### src/rtl/snow64_instr_encoder.sv
// Packs decoded Snow64 instruction fields into 32-bit words, flags illegal field combinations,
// and queues results in a small valid/ready output FIFO. Latency 1 cycle; in_ready = !full (registered).
module snow64_instr_encoder #(
  parameter int FIFO_DEPTH = 2,
  parameter int COUNT_W    = 16
) (
  input  logic               clk,
  input  logic               rst_n,
  input  logic               in_valid,
  output logic               in_ready,
  input  logic [2:0]         in_group,
  input  logic               in_op_type,
  input  logic [3:0]         in_ra,
  input  logic [3:0]         in_rb,
  input  logic [3:0]         in_rc,
  input  logic [3:0]         in_oper,
  input  logic [63:0]        in_imm,
  output logic               out_valid,
  input  logic               out_ready,
  output logic [31:0]        out_instr,
  output logic               out_err,
  output logic [1:0]         out_err_code,
  output logic [COUNT_W-1:0] enc_count
);

  localparam int AW = (FIFO_DEPTH > 1) ? $clog2(FIFO_DEPTH) : 1;
  localparam logic [AW:0] LP_DEPTH = (AW+1)'(FIFO_DEPTH);

  logic        w_bad_grp;
  logic        w_bad_oper;
  logic        w_imm_used;
  logic        w_fit12;
  logic        w_fit20;
  logic        w_bad_imm;
  logic [1:0]  w_code;
  logic [31:0] w_instr;

  logic [31:0]        r_mem_instr [FIFO_DEPTH];
  logic [1:0]         r_mem_code  [FIFO_DEPTH];
  logic [AW-1:0]      r_wr_ptr;
  logic [AW-1:0]      r_rd_ptr;
  logic [AW:0]        r_count;
  logic               r_full;
  logic [COUNT_W-1:0] r_enc_count;

  logic        w_push;
  logic        w_pop;
  logic [AW:0] w_count_nxt;

  // Oper legality and immediate usage, per group.
  always_comb begin
    w_bad_oper = 1'b0;
    w_imm_used = 1'b0;
    unique case (in_group[1:0])
      2'd0: begin
        w_bad_oper = (in_oper >= 4'd14);
        w_imm_used = (in_oper == 4'd12) || (in_oper == 4'd13);
      end
      2'd1: begin
        w_bad_oper = (in_oper >= 4'd3);
        w_imm_used = (in_oper <= 4'd1);
      end
      default: begin
        w_bad_oper = (in_oper >= 4'd9);
        w_imm_used = 1'b1;
      end
    endcase
  end

  assign w_bad_grp = in_group[2];
  assign w_fit12   = (&in_imm[63:11]) | ~(|in_imm[63:11]);
  assign w_fit20   = (&in_imm[63:19]) | ~(|in_imm[63:19]);
  assign w_bad_imm = w_imm_used && ((in_group == 3'd1) ? !w_fit20 : !w_fit12);

  always_comb begin
    w_code = 2'd0;
    if (w_bad_grp)       w_code = 2'd1;
    else if (w_bad_oper) w_code = 2'd2;
    else if (w_bad_imm)  w_code = 2'd3;
  end

  // Illegal words fall back to the group-0 layout with a truncated immediate.
  always_comb begin
    w_instr = {in_group, in_op_type, in_ra, in_rb, in_rc, in_oper, in_imm[11:0]};
    if (w_code == 2'd0) begin
      if (in_group == 3'd1)
        w_instr = {in_group, 1'b0, in_ra, in_oper,
                   w_imm_used ? in_imm[19:0] : 20'h0};
      else
        w_instr = {in_group, (in_group == 3'd0) & in_op_type, in_ra, in_rb, in_rc,
                   in_oper, w_imm_used ? in_imm[11:0] : 12'h0};
    end
  end

  assign w_push = in_valid && !r_full;
  assign w_pop  = out_valid && out_ready;

  always_comb begin
    w_count_nxt = r_count;
    unique case ({w_push, w_pop})
      2'b10:   w_count_nxt = r_count + (AW+1)'(1);
      2'b01:   w_count_nxt = r_count - (AW+1)'(1);
      default: w_count_nxt = r_count;
    endcase
  end

  always_ff @(posedge clk or negedge rst_n) begin
    if (!rst_n) begin
      for (int i = 0; i < FIFO_DEPTH; i++) begin
        r_mem_instr[i] <= 32'h0;
        r_mem_code[i]  <= 2'd0;
      end
      r_wr_ptr    <= '0;
      r_rd_ptr    <= '0;
      r_count     <= '0;
      r_full      <= 1'b0;
      r_enc_count <= '0;
    end else begin
      if (w_push) begin
        r_mem_instr[r_wr_ptr] <= w_instr;
        r_mem_code[r_wr_ptr]  <= w_code;
        r_wr_ptr              <= r_wr_ptr + AW'(1);
        if (w_code == 2'd0)
          r_enc_count <= r_enc_count + COUNT_W'(1);
      end
      if (w_pop)
        r_rd_ptr <= r_rd_ptr + AW'(1);
      r_count <= w_count_nxt;
      r_full  <= (w_count_nxt == LP_DEPTH);
    end
  end

  assign in_ready     = !r_full;
  assign out_valid    = (r_count != '0);
  assign out_instr    = r_mem_instr[r_rd_ptr];
  assign out_err_code = r_mem_code[r_rd_ptr];
  assign out_err      = (r_mem_code[r_rd_ptr] != 2'd0);
  assign enc_count    = r_enc_count;

endmodule

### config.mk
export PLATFORM = sky130hd
export DESIGN_NAME = snow64_instr_encoder
export DESIGN_NICKNAME = d
export VERILOG_FILES = /design/src/rtl/snow64_instr_encoder.sv
export SDC_FILE = /design/constraint.sdc
export NUM_CORES = 1
export LEC_CHECK = 0
export CAP_MARGIN = 30
export CORE_ASPECT_RATIO = 1.1
export CORE_MARGIN = 8
export CORE_UTILIZATION = 47
export CTS_CLUSTER_DIAMETER = 80
export DETAILED_ROUTE_END_ITERATION = 10
export PLACE_DENSITY = 0.81
export SYNTH_ARGS = -nofsm -noshare
export SYNTH_HDL_FRONTEND = slang
export SYNTH_SLANG_ARGS = --single-unit
### constraint.sdc
create_clock -name clk -period 1.9 [get_ports clk]
set_input_delay 0.38 -clock clk [delete_from_list [all_inputs] [get_ports clk]]
set_output_delay 0.38 -clock clk [all_outputs]
set_load 0.01 [all_outputs]
==> results.py <==
metrics = {
    "routing": {
        "dr_total_vias": 4321,
        "wl_mm": 14.7,
        "drtAntennaViolNets": 0,
        "routedWlPerCell_um": 18.9,
        "drc": 0,
        "drtPass1Iterations": 4,
        "viasPerCell": 5.56,
        "drtIter0Drc": 181,
    },
    "cells_and_area": {
        "area_growth_pct": 59.4,
        "nNetsFinal": 744,
        "fillers": 611,
        "seq_area_mm2": 0.00223,
        "post_route_cells_drive_above_1_share_pct": 37.2,
        "design_area_mm2": 0.00718,
        "multi_input_area_mm2": 0.00259,
    },
    "power_and_ir_drop": {
        "seq_power_share_pct": 33.9,
        "power_frac_clock_pct": 13.1,
        "p_sw_share_pct": 35.5,
        "ir_drop_mv": 0.629,
        "power_density_mw_per_mm2": 1280,
        "p_int_uw": 5950,
        "p_leak_uw": 0.00335,
        "finalPower_uw": 9220,
        "p_switching_uw": 3270,
        "p_comb_share_pct": 53.0,
    },
    "critical_path": {
        "crit_cells": 9,
        "cp_num_buf_inv": 3,
        "crit_top_cell": "nor2_1",
        "cp_cell_sequence": "clkdlybuf4s50_1 -> buf_4 -> nand4_1 -> nor2_1 -> nor2_1 -> o221a_4 -> buf_8 -> or3_4 -> xnor2_2",
        "r2r_end": "enc_count[11]",
        "reg2reg_from": "enc_count[2]",
        "worstSetupStartpoint": "in_imm[16]",
        "cp_slowest_stage_delay_ns": 0.52,
        "cp-start-kind": "primary input",
        "cp_top_family": "buffers and inverters",
        "cp.arrival_ns": 2.28,
        "worst-r2r-setup-slack_ns": 0,
        "cp-endpoint": "enc_count[2]",
        "path_class": "primary input to register",
        "reg2reg_depth": 5,
        "cp_max_fo": 8,
        "worstPathRequired_ns": 2.13,
        "endpoint_kind": "register",
        "crit_slowest_cell": "clkdlybuf4s50_1",
    },
    "logic_synthesis": {
        "ys_async_sr_fraction_pct": 100,
        "synth_area_per_cell_um2": 9.98,
        "syn_nets": 541,
        "ys_ff_latch": 89,
        "synth_area_mm2": 0.00450,
        "synth-edff-count": 0,
        "netlist_instances": 451,
        "synth_cell_types": 46,
        "yosysSeqAreaShare_pct": 49.5,
        "synth.yosys.warnings": 0,
        "yosys_most_used_dff": "dfrtp_1",
    },
    "floorplan": {
        "ios": 141,
        "core-area_mm2": 0.00935,
        "start_util_pct": 48.2,
        "dieArea_mm2": 0.0130,
        "fp.dieW_um": 109,
        "die_h_um": 119,
        "row_count": 37,
    },
    "global_routing": {
        "grt_pass1_vias": 4687,
        "grt_pass1_wl_mm": 22.7,
        "grt_usage_pct": 21.7,
        "grt_start_max_net_pins": 56,
        "antenna_found_initial": 1,
        "gr-total-overflow": 0,
    },
    "timing": {
        "tns_ns": -2.55,
        "finClkSkew_ns": 0.0109,
        "holdWs_ns": 0.362,
        "setup_viol": 44,
        "period_minus_slack_ns": 2.04,
        "hold_viol": 0,
        "drv_slew": 0,
        "fmax_mhz": 489,
        "tightestPinTransition_ns": 0.426,
        "fin_crit_sh_pct": 108,
        "fin_ws_ns": -0.144,
        "rsz0062_at_grt": "true",
        "slew_headroom_pct": 71.5,
    },
    "clock_tree": {
        "h-tree-depth": 3,
        "cts_sinks": 89,
        "clk_transition_reported_paths_ns": 0.09,
        "cts_buffers": 9,
        "clockRootBuffer": "clkbuf_8",
        "clk_path_buf_depth": 2,
        "clock_latency_ns": 0.36,
        "cts_tree": "done",
    },
    "placement": {
        "dpl.hpwl_mm": 10.0,
        "gp_congestion": 0.863,
        "portBuffers": 140,
        "dpl_cell_area_mm2": 0.00646,
    },
    "run_status": {
        "violations": "negative setup slack",
        "run_status": "finished, violations left",
    },
    "min_path": {
        "hp-class": "primary input to async pin",
    },
    "job": {
        "max_cap_viol_count": 0,
    },
}
[flip-flops by register name, summed over array words and instances (netlist names)]
name,cells
r_rd_ptr,1
r_count,2
r_full,1
r_mem_instr,64
r_mem_code,4
enc_count,16
r_wr_ptr,1
[placed cells by master (no fill, tap or decap), types with 3 or more instances in the layout]
| master | instances |
|---|---|
| or2_4 | 3 |
| nand2_1 | 89 |
| clkdlybuf4s50_1 | 48 |
| dfrtp_1 | 88 |
| buf_8 | 7 |
| mux2_4 | 19 |
| buf_6 | 52 |
| dlygate4sd2_1 | 13 |
| a21oi_2 | 3 |
| clkbuf_8 | 11 |
| nor2_1 | 23 |
| inv_1 | 5 |
| clkdlybuf4s15_1 | 6 |
| or3_4 | 3 |
| mux2_2 | 16 |
| o21ai_0 | 25 |
| buf_2 | 25 |
| a21oi_1 | 10 |
| o21ai_1 | 7 |
| nor4_2 | 5 |
| buf_4 | 47 |
| dlymetal6s2s_1 | 4 |
| nand3_1 | 12 |
| clkbuf_1 | 3 |
| xor2_1 | 12 |
| nor3_4 | 9 |
| nand4_1 | 19 |
| nor2_4 | 3 |
| and2_1 | 15 |
| buf_12 | 3 |
| nor4_4 | 11 |
| a221o_1 | 12 |
| clkdlybuf4s15_2 | 6 |
| xnor2_1 | 4 |
[power groups by stage]
stage	Clock (uW)	Sequential (uW)	Combinational (uW)
after floorplan	0	3000	2210
after global placement	0	3070	4120
after detailed placement	0	3130	4220
after CTS	1220	3100	4520
after global routing	1310	3220	5260
final	1210	3130	4890
[how the worst min path moves through the flow]
| stage | from | end | slack [ns] |
|---|---|---|---|
| CTS | rst_n | enc_count[8] | 0.35 |
| floorplan | rst_n | enc_count[0] | 0.08 |
| global route | rst_n | enc_count[9] | 0.36 |
| finish | rst_n | enc_count[8] | 0.36 |
| global placement | rst_n | enc_count[8] | 0.19 |
| detailed placement | rst_n | enc_count[8] | 0.20 |
[per-stage QoR]
| stage | utilization, % | instances | setup WS, ns |
|---|---|---|---|
| after floorplan | - | 451 | -0.259 |
| after global placement | 69.1 | 744 | -0.866 |
| after detailed placement | 69.1 | 744 | -0.915 |
| after CTS | 73.5 | 775 | -0.168 |
| after global routing | 76.8 | 777 | -0.175 |
| final | 76.8 | 777 | -0.144 |
[worst register-to-register path: cells and delay by family (launching register included)]
family                    cells  cell delay [ns]
and+or+nand+nor               4             1.12
xor gates and xnor gates      1             0.19
DFF                           1             0.51
[cells by family (layout without fill, tap and decap cells)]
| family | Yosys count | count (layout) | synth area share (%) |
|---|---|---|---|
| AOI/OAI and AO/OA | 70 | 70 | 10.6 |
| xor gates and xnor gates | 19 | 19 | 3.86 |
| adders and majority gates | 2 | 2 | 0.556 |
| buffers and inverters | 27 | 235 | 2.64 |
| DFF | 89 | 89 | 49.5 |
| muxes | 36 | 36 | 9.06 |
| other | 0 | 1 | 0 |
| and+or+nand+nor | 208 | 208 | 23.9 |
[final cells by class]
type                       count  area share, %
clock inverter                 2          0.174
multi-input combinational    335           36.0
clock buffer                  14           2.27
tap                          117           2.04
sequential                    89           31.0
antenna                        1         0.0349
timing repair buffer         214           28.2
inverter                       5          0.261
[synthesized netlist by cell type (2+ instances only)]
library cell	n	share of area [%]
nand3_1	12	1.3
a21oi_1	13	1.4
ha_1	2	0.56
nor4_1	15	2.1
and2_1	15	2.1
mux2_2	34	8.5
nand2b_1	4	0.56
clkbuf_1	15	1.3
a221o_1	12	2.7
nand4_1	19	2.6
nand2_1	89	7.4
buf_2	2	0.22
o31ai_2	2	0.56
buf_1	3	0.25
nor2_1	26	2.2
nor3_1	3	0.33
a31oi_1	2	0.28
dfrtp_1	89	49
a22o_1	2	0.39
o21ai_1	4	0.44
o21ai_0	28	3.1
xnor2_1	4	0.78
or2_2	3	0.42
nor4_2	3	0.83
xor2_1	14	2.7
nor3_2	9	2.0
or3_4	3	0.75
buf_6	2	0.50
inv_1	5	0.42
[per-layer routing]
metal  wire length (um)  track usage [%]  vias up
met2               7610             36.3      174
met5                  0                0        -
met4                411             9.97        0
li1                   -                -     1996
met1               5630             24.3     2111
met3               1060             7.01       40
[timing repair]
action	in CTS	in global routing
endpoints found under the setup margin	106	97
hold buffers	1	0
resized for setup	360	75
hold endpoints to repair	4	0
pin swaps	37	29
buffers inserted	15	2
Note: power is estimated with default switching activity, not from simulation.
